## src/rtl/l1_miss_refill.sv

```systemverilog
// ============================================================================
// Module      : l1_miss_refill
// Description : Single-outstanding L1 miss refill engine. Accepts a miss,
//               issues a line-aligned read to L2, assembles the returned
//               beats into one cache line and hands a fill transaction back
//               to L1. Protocol faults and error beats poison the fill.
//               Optional L2 response watchdog: define L1_REFILL_TIMEOUT_EN.
// Revision    : 1.0 - initial release
// ============================================================================
`default_nettype none

module l1_miss_refill #(
    parameter int ADDR_W      = 16,
    parameter int LINE_W      = 256,
    parameter int BUS_W       = 64,
    parameter int OFFS_W      = 5,
    parameter int TIMEOUT_CYC = 255
) (
    input  logic              clk,
    input  logic              rst,
    input  logic              miss_valid,
    input  logic [ADDR_W-1:0] miss_addr,
    output logic              miss_ready,
    output logic              l2_req_valid,
    output logic [ADDR_W-1:0] l2_req_addr,
    input  logic              l2_req_ready,
    input  logic              l2_rsp_valid,
    input  logic [BUS_W-1:0]  l2_rsp_data,
    input  logic              l2_rsp_last,
    input  logic              l2_rsp_err,
    output logic              fill_valid,
    output logic [ADDR_W-1:0] fill_addr,
    output logic [LINE_W-1:0] fill_data,
    output logic              fill_err,
    input  logic              fill_ready,
    output logic              busy
);

    localparam int c_BEATS = LINE_W / BUS_W;
    localparam int c_CNT_W = (c_BEATS > 1) ? $clog2(c_BEATS) : 1;
    localparam logic [c_CNT_W-1:0] c_LAST_CNT = c_CNT_W'(c_BEATS - 1);

    localparam int c_WDOG_W = (TIMEOUT_CYC > 1) ? $clog2(TIMEOUT_CYC + 1) : 1;
    localparam logic [c_WDOG_W-1:0] c_WDOG_LIMIT = c_WDOG_W'(TIMEOUT_CYC - 1);

    localparam logic [ADDR_W-1:0] c_OFFS_MASK = ADDR_W'((64'd1 << OFFS_W) - 64'd1);

`ifdef L1_REFILL_TIMEOUT_EN
    localparam logic c_WDOG_EN = 1'b1;
`else
    // Watchdog compare is tied off; the counter has no fanout and is pruned.
    localparam logic c_WDOG_EN = 1'b0;
`endif

    localparam logic [1:0] c_S_IDLE    = 2'd0;
    localparam logic [1:0] c_S_REQ     = 2'd1;
    localparam logic [1:0] c_S_COLLECT = 2'd2;
    localparam logic [1:0] c_S_FILL    = 2'd3;

    logic [1:0]          r_state;
    logic                r_miss_ready;
    logic [ADDR_W-1:0]   r_line_addr;
    logic [LINE_W-1:0]   r_line;
    logic [c_CNT_W-1:0]  r_cnt;
    logic                r_err;
    logic [c_WDOG_W-1:0] r_wdog;

    logic [ADDR_W-1:0]   w_line_addr;
    logic                w_at_last;
    logic                w_timeout;

    assign w_line_addr = miss_addr & ~c_OFFS_MASK;
    assign w_at_last   = (r_cnt == c_LAST_CNT);
    assign w_timeout   = c_WDOG_EN && (r_wdog == c_WDOG_LIMIT);

    // Refill FSM with line assembly, error accumulation and watchdog.
    always_ff @(posedge clk) begin
        if (!rst) begin
            r_state      <= c_S_IDLE;
            r_miss_ready <= 1'b1;
            r_line_addr  <= '0;
            r_line       <= '0;
            r_cnt        <= '0;
            r_err        <= 1'b0;
            r_wdog       <= '0;
        end else begin
            case (r_state)
                c_S_IDLE: begin
                    if (miss_valid) begin
                        r_line_addr  <= w_line_addr;
                        r_line       <= '0;
                        r_cnt        <= '0;
                        r_err        <= 1'b0;
                        r_miss_ready <= 1'b0;
                        r_state      <= c_S_REQ;
                    end
                end
                c_S_REQ: begin
                    // L2 never answers before accepting, so beats here are ignored.
                    if (l2_req_ready) begin
                        r_wdog  <= '0;
                        r_state <= c_S_COLLECT;
                    end
                end
                c_S_COLLECT: begin
                    if (l2_rsp_valid) begin
                        r_line[r_cnt*BUS_W +: BUS_W] <= l2_rsp_data;
                        r_wdog <= '0;
                        if (!w_at_last) begin
                            r_cnt <= r_cnt + c_CNT_W'(1);
                        end
                        if (l2_rsp_last || w_at_last) begin
                            // Last marker must coincide with the final beat.
                            r_err   <= r_err | l2_rsp_err | (l2_rsp_last != w_at_last);
                            r_state <= c_S_FILL;
                        end else begin
                            r_err <= r_err | l2_rsp_err;
                        end
                    end else if (w_timeout) begin
                        r_err   <= 1'b1;
                        r_state <= c_S_FILL;
                    end else begin
                        r_wdog <= r_wdog + c_WDOG_W'(1);
                    end
                end
                c_S_FILL: begin
                    // A miss presented alongside fill acceptance waits one cycle.
                    if (fill_ready) begin
                        r_miss_ready <= 1'b1;
                        r_state      <= c_S_IDLE;
                    end
                end
                default: begin
                    r_state <= c_S_IDLE;
                end
            endcase
        end
    end

    assign miss_ready   = r_miss_ready;
    assign l2_req_valid = (r_state == c_S_REQ);
    assign l2_req_addr  = r_line_addr;
    assign fill_valid   = (r_state == c_S_FILL);
    assign fill_addr    = r_line_addr;
    assign fill_data    = r_line;
    assign fill_err     = (r_state == c_S_FILL) && r_err;
    assign busy         = (r_state != c_S_IDLE);

endmodule

`default_nettype wire

```

## config.mk

```make
export PLATFORM = sky130hd
export DESIGN_NAME = l1_miss_refill
export DESIGN_NICKNAME = d
export VERILOG_FILES = /design/src/rtl/l1_miss_refill.sv
export SDC_FILE = /design/constraint.sdc
export NUM_CORES = 1
export LEC_CHECK = 0
export BUFFER_PORTS_ARGS = -buffer_cell sky130_fd_sc_hd__buf_2
export CAP_MARGIN = 30
export CORE_ASPECT_RATIO = 1.2
export CORE_MARGIN = 3
export CORE_UTILIZATION = 54
export CTS_CLUSTER_SIZE = 24
export DETAILED_ROUTE_END_ITERATION = 12
export MAX_ROUTING_LAYER = met4
export PLACE_DENSITY = 0.9
export SETUP_SLACK_MARGIN = 0.4
export SLEW_MARGIN = 20
export SYNTH_ARGS = -nofsm -noshare
export SYNTH_HDL_FRONTEND = slang
export SYNTH_SLANG_ARGS = --single-unit
```

## constraint.sdc

```tcl
create_clock -name clk -period 4.4 [get_ports clk]
set_clock_uncertainty 0.2 [all_clocks]
set_input_delay 0.22 -clock clk [delete_from_list [all_inputs] [get_ports clk]]
set_output_delay 0.22 -clock clk [all_outputs]
set_load 0.03 [all_outputs]
```

== After elaboration in Yosys (flattened, before gate mapping) ==
Cells that the tools add are included.
Word-level totals
  register bits after elaboration: 273
  input bits: 88
  output and inout bits: 293
  logic and storage cells: 54
Cells by class
  add/sub/neg operators: 2
  equality and inequality tests: 11
  shift-type cells: 2
  multiplexer cells: 20
  bitwise operators: 2
  reduce and logical (&&, ||, !) cells: 11
Operator list (number)
  2-to-1 mux 256 bit: 2
  case mux 256 bit (2 select lines): 1
  bitwise mux 256 bit: 1
  variable shift 64 x 34 -> 256 bit, first input constant: 1
  indexed part select 64 x 34 -> 256 bit: 1
  negator 8 -> 34 bit: 1
  2-to-1 mux 2 bit: 8
  inequality test 2 bit, second input constant: 4
  case mux 2 bit (4 select lines): 1
  == test 2 bit, second input constant: 3
  AND reduction 3 bit: 2
  nonzero test 2 bit: 3
  AND reduction 5 bit: 1
  2-to-1 mux 1 bit: 4
  inequality test 2 x 1 -> 1 bit, second input constant: 2
  case mux 1 bit (2 select lines): 2
  case mux 2 bit (2 select lines): 1
  AND reduction 4 bit: 1
  adder 2 x 1 -> 2 bit, second input constant: 1
  == test 2 x 1 -> 1 bit, second input constant: 1
  logical NOT 2 bit: 1
  bitwise OR 1 bit: 2
  AND reduction 2 bit: 1
  logical AND 1 bit: 1
  2 further kinds: 2

== Longest topological paths before layout ==
  depth after elaboration: 6
  gate-level depth with buffers: 9
  depth with buffers taken out: 7

== Worst setup path before layout ==
Ideal clock, no wire load.
  path kind: register to register
  from: reg r_cnt[0]
  to: reg r_line[10] (netlist: fill_data[10])
  setup time: 70 ps
  arrival time: 1867 ps
  data required time: 4130 ps
  setup slack: 2263 ps
  cell stages (with the launch flop): 8
  buffers on the path: 2
  period minus slack after synthesis: 2137 ps
  path through: dfxtp_1 > inv_1 > ha_1 > nor4bb_1 > clkbuf_1 > clkbuf_1 > nand3_1 > a21boi_1
Between the ends
  longest elaborated chain between the ends: 5
  elaborated cells between the ends (all ways): 6
  those cells by class: add/sub (1); shift (2); mux (3)
Ends and longest elaborated chain
  from (decl): line 64  | logic [c_CNT_W-1:0] r_cnt;
  from (signal assigned): line 110  | r_cnt <= r_cnt + c_CNT_W'(1);
  negator 8 -> 34 bit *: line 107  | r_line[r_cnt*BUS_W +: BUS_W] <= l2_rsp_data;
  indexed part select 64 x 34 -> 256 bit or variable shift 64 x 34 -> 256 bit (tied branches): line 107
  bitwise mux 256 bit *: line 107
  2-to-1 mux 256 bit *: line 106  | if (l2_rsp_valid) begin
  case mux 256 bit (2 select lines) *: line 87  | case (r_state)
  to (signal, indexed assignment): line 107
  to (decl): line 63  | logic [LINE_W-1:0] r_line;
Every way passes the cells marked *; elsewhere a longest branch is shown, timed or not. The select of a mux whose other input is x is not followed.
A chain may end at the register's enable or synchronous reset.

== Worst setup path after layout ==
  from: reg r_state[0]
  to: reg r_line[130] (netlist: fill_data[130])
Between the ends
  longest elaborated chain between the ends: 3
  elaborated cells between the ends (all ways): 7
  those cells by class: eq/ne (3); mux (1); reduce/logical (3)
Ends and longest elaborated chain
  from (decl): line 60  | logic [1:0] r_state;
  from (signal assigned): line 79  | r_state <= c_S_IDLE;
  from (signal assigned): line 95  | r_state <= c_S_REQ;
  from (signal assigned): line 102  | r_state <= c_S_COLLECT;
  == test 2 bit or logical NOT 2 bit (tied branches): line 87
  inequality test 2 bit (no source line) or nonzero test 2 bit (tied branches)
  AND reduction 3 bit (no source line)
Several ways; a longest one is shown, not always the timed one.

==> run_results.csv <==
group,metric,value,unit
global_route,antenna_found_initial,0,
die,core-area,0.01990,mm2
setup_path,endpoint_kind,"flip-flop",
setup_path,cp_max_fo,35,
cts,numCtsBuffers,27,
timing,setup-violations-final,0,
setup_path,slowest_stage,"a21o_2",
cts,clockBufferDepth,3,
run_status,status,"finished clean",
timing,fin_crit,3.313,ns
setup_path,cp-start-kind,"flip-flop",
placed_design,dpl_cell_area,0.01279,mm2
cts,htree_levels,1,
setup_path,criticalPathCategory,"reg -> reg",
setup_path,worstPathArrival,3.51,ns
worst_hold_path,min_path_cells,4,
flow_run,max_cap_violations,0,
yosys,yosys-top-cells-area,"dfxtp_1 49%, a21boi_1 16%, nand3_1 12%",
setup_path,worst_ep_required_time,4.60,ns
yosys,synth_area_leader_cell,"dfxtp_1",
placed_design,portBuffers,365,
yosys,synth.avg_cell_area,8.705,um2
die,dieWidth,137.0,um
global_route,grt_max_degree,152,
drt,vias,11510,
timing,slew_violations,0,
timing,worst_pin_slew,0.9659,ns
global_route,overflow,0,
cts,cts_tree,"done",
drt,drt_pass1_iterations,6,
setup_path,rr_worst_depth,7,
final_layout,drive_gt1_share,26.79,%
yosys,synth_cells,1277,
placed_design,gp_congestion,0.8655,
yosys,synth_cell_types,31,
yosys,synth_area,0.01112,mm2
pwr,power,7364,uW
yosys,synthDominantCellAreaShare,49.16,%
timing,fin_tns_setup,0,ns
timing,period_share,75.29,%
global_route,grt_use_total,33.80,%
yosys,ys_seq_area_share,49.16,%
final_layout,area_growth,30.71,%
pwr,leakage,0.006142,uW
setup_path,r2r-start,"r_state[0]$_SDFFE_PN0P_",
drt,ant_nets,0,
final_layout,num_antenna_cells,0,
worst_hold_path,min_from,"l2_rsp_valid",
cts,insertion_delay,0.54,ns
timing,rsz0062_at_grt,"false",
drt,drcViolationCount,0,
timing,fmaxAchievable,301.8,MHz
final_layout,final_nets,1742,
drt,wl_per_cell,20.16,um
placed_design,dp.cells,1798,
die,dieArea,0.02235,mm2
yosys,ys_ff_latch,273,
timing,hold_violations,0,
final_layout,instances_no_fill,1926,
final_layout,final_area,0.01453,mm2
drt,vias_per_cell,5.976,
cts,clk_pin_slew,0.06,ns
die,fp-row-count,56,
setup_path,ff2ff_setup_slack,1.09,ns
global_route,grt_pass1_vias,11141,
pwr,ir_drop,0.5026,mV
die,ios,381,
setup_path,max_stage_delay,0.60,ns
final_layout,fin_util,73.03,%
worst_hold_path,min_path_type,"in -> reg",
die,die_h,163.2,um
cts,post_cts_buffers,0,
cts,cts.sinks,273,
setup_path,worstReg2RegEnd,"fill_data[130]$_SDFFE_PN0P_",
yosys,ys_warn_count,0,
placed_design,hpwl,22.62,mm
drt,first_iter_violations,1180,
pwr,powerDensity,506.8,mW/mm2
worst_hold_path,hold_end,"r_err$_SDFFE_PN0P_",
global_route,grt_pass1_wl,58.68,mm
timing,slew_headroom,35.61,%
drt,wl,38.82,mm
setup_path,worstPathCellList,"inv_1, ha_1, mux2i_4, a21o_2, buf_12, nand2_1, a21boi_0",
cts,cts-root-buf,"clkbuf_16",
die,initial_utilization,55.87,%
-- what timing repair did --
| item | 4_1_cts | 5_1_grt |
|---|---|---|
| resized for setup | 0 | 0 |
| hold buffers | 78 | 0 |
| hold endpoints to repair | 271 | 0 |
-- synth_stat cells, drive strengths merged --
library cell	count
a21oi	8
o21ai	3
nand2	287
dfxtp	273
nor4bb	1
o21a	1
mux2i	3
and3b	1
nand4b	1
nor2b	1
a21o	4
buf	78
nand2b	3
a21boi	268
nor3	1
nor2	2
ha	10
nor3b	1
and3	2
clkbuf	56
a221oi	1
nand3	257
o221a	1
and2	2
inv	11
conb	1
-- worst max path at each step --
stage,cells after the start,slack (ns),to,startpoint
2_1_floorplan,7,2.26,fill_data[10]$_SDFFE_PN0P_,r_cnt[0]$_SDFFE_PN0P_
3_3_place_gp,7,1.37,fill_data[40]$_SDFFE_PN0P_,r_state[0]$_SDFFE_PN0P_
3_5_place_dp,7,1.25,fill_data[37]$_SDFFE_PN0P_,r_state[0]$_SDFFE_PN0P_
4_1_cts,7,1.14,fill_data[36]$_SDFFE_PN0P_,r_state[0]$_SDFFE_PN0P_
5_1_grt,7,0.91,fill_data[130]$_SDFFE_PN0P_,r_state[0]$_SDFFE_PN0P_
6_report,7,1.09,fill_data[130]$_SDFFE_PN0P_,r_state[0]$_SDFFE_PN0P_
-- cell type report --
cell class / count / area [um2]
clock buffers: 34 / 742.0
clock inverters: 16 / 222.7
fillers: 1301 / 5368
inverters: 11 / 41.29
multi-input cells: 868 / 4870
flip-flops and latches: 273 / 5465
well taps: 261 / 326.6
repair buffers: 463 / 2864
-- per-stage QoR --
step,setup slack [ns],hold WS [ns]
final,1.087,0.03247
after global routing,0.9108,0.04248
after CTS,1.141,0.003453
after detailed placement,1.246,0.2384
after global placement,1.366,0.2330
after floorplan,2.263,0.1649
-- state kept, by name, indices dropped and copies added, names as in the netlist --
name,count
miss_ready,1
r_state,2
r_err,1
fill_data,256
r_cnt,2
fill_addr,11
-- placed cells by master (no fill, tap or decap), types with 2 or more instances in the layout --
cell type,synthesis,final
a21boi_0,36,36
a21boi_1,232,232
a21o_2,0,4
a21oi_1,4,4
a21oi_4,4,4
and2_1,2,2
buf_12,0,8
buf_2,31,364
buf_4,23,12
bufinv_16,0,5
clkbuf_1,56,3
clkbuf_16,0,27
clkbuf_8,0,4
clkinv_2,0,6
clkinvlp_4,0,3
conb_1,1,10
dfxtp_1,273,273
dlygate4sd3_1,0,78
ha_1,10,10
inv_1,11,11
mux2i_1,2,2
nand2_1,287,287
nand2b_1,3,3
nand3_1,257,257
o21ai_0,3,3
-- cell families after synthesis --
logic type / Yosys count / share of synthesized area [%]
DFF: 273 / 49.16
other: 1 / 0.03373
muxes: 3 / 0.3827
adders and majority gates: 10 / 1.125
AOI/OAI and AO/OA: 286 / 19.52
buffers and inverters: 145 / 7.642
and+or+nand+nor: 559 / 22.14
-- per-layer routing --
metal / GRT usage [%] / part of all wire (%) / vias up
met2: 56.11 / 48 / 918
met1: 38.04 / 34 / 5344
li1: - / - / 5019
met4: 20.24 / 7.1 / 0
met3: 5.545 / 10 / 229
met5: - / 0 / -
-- worst max-delay path, delay by kind of cell, from the launching register on --
family	cells	cell delay, ns
multiplexers	1	0.55
adder cells (fa/ha/maj)	1	0.51
AO/OA/AOI/OAI	2	0.98
buffers and inverters	2	0.37
AND/OR/NAND/NOR	1	0.12
flip-flops	1	0.39
-- power breakdown --
group	internal, uW	leakage [uW]	switching (uW)	total [uW]
combinational	515	0.00347	1750	2260
clock	1490	0.000470	1000	2500
sequential	2550	0.00220	59.6	2610
Note: power is estimated with default switching activity, not from simulation.
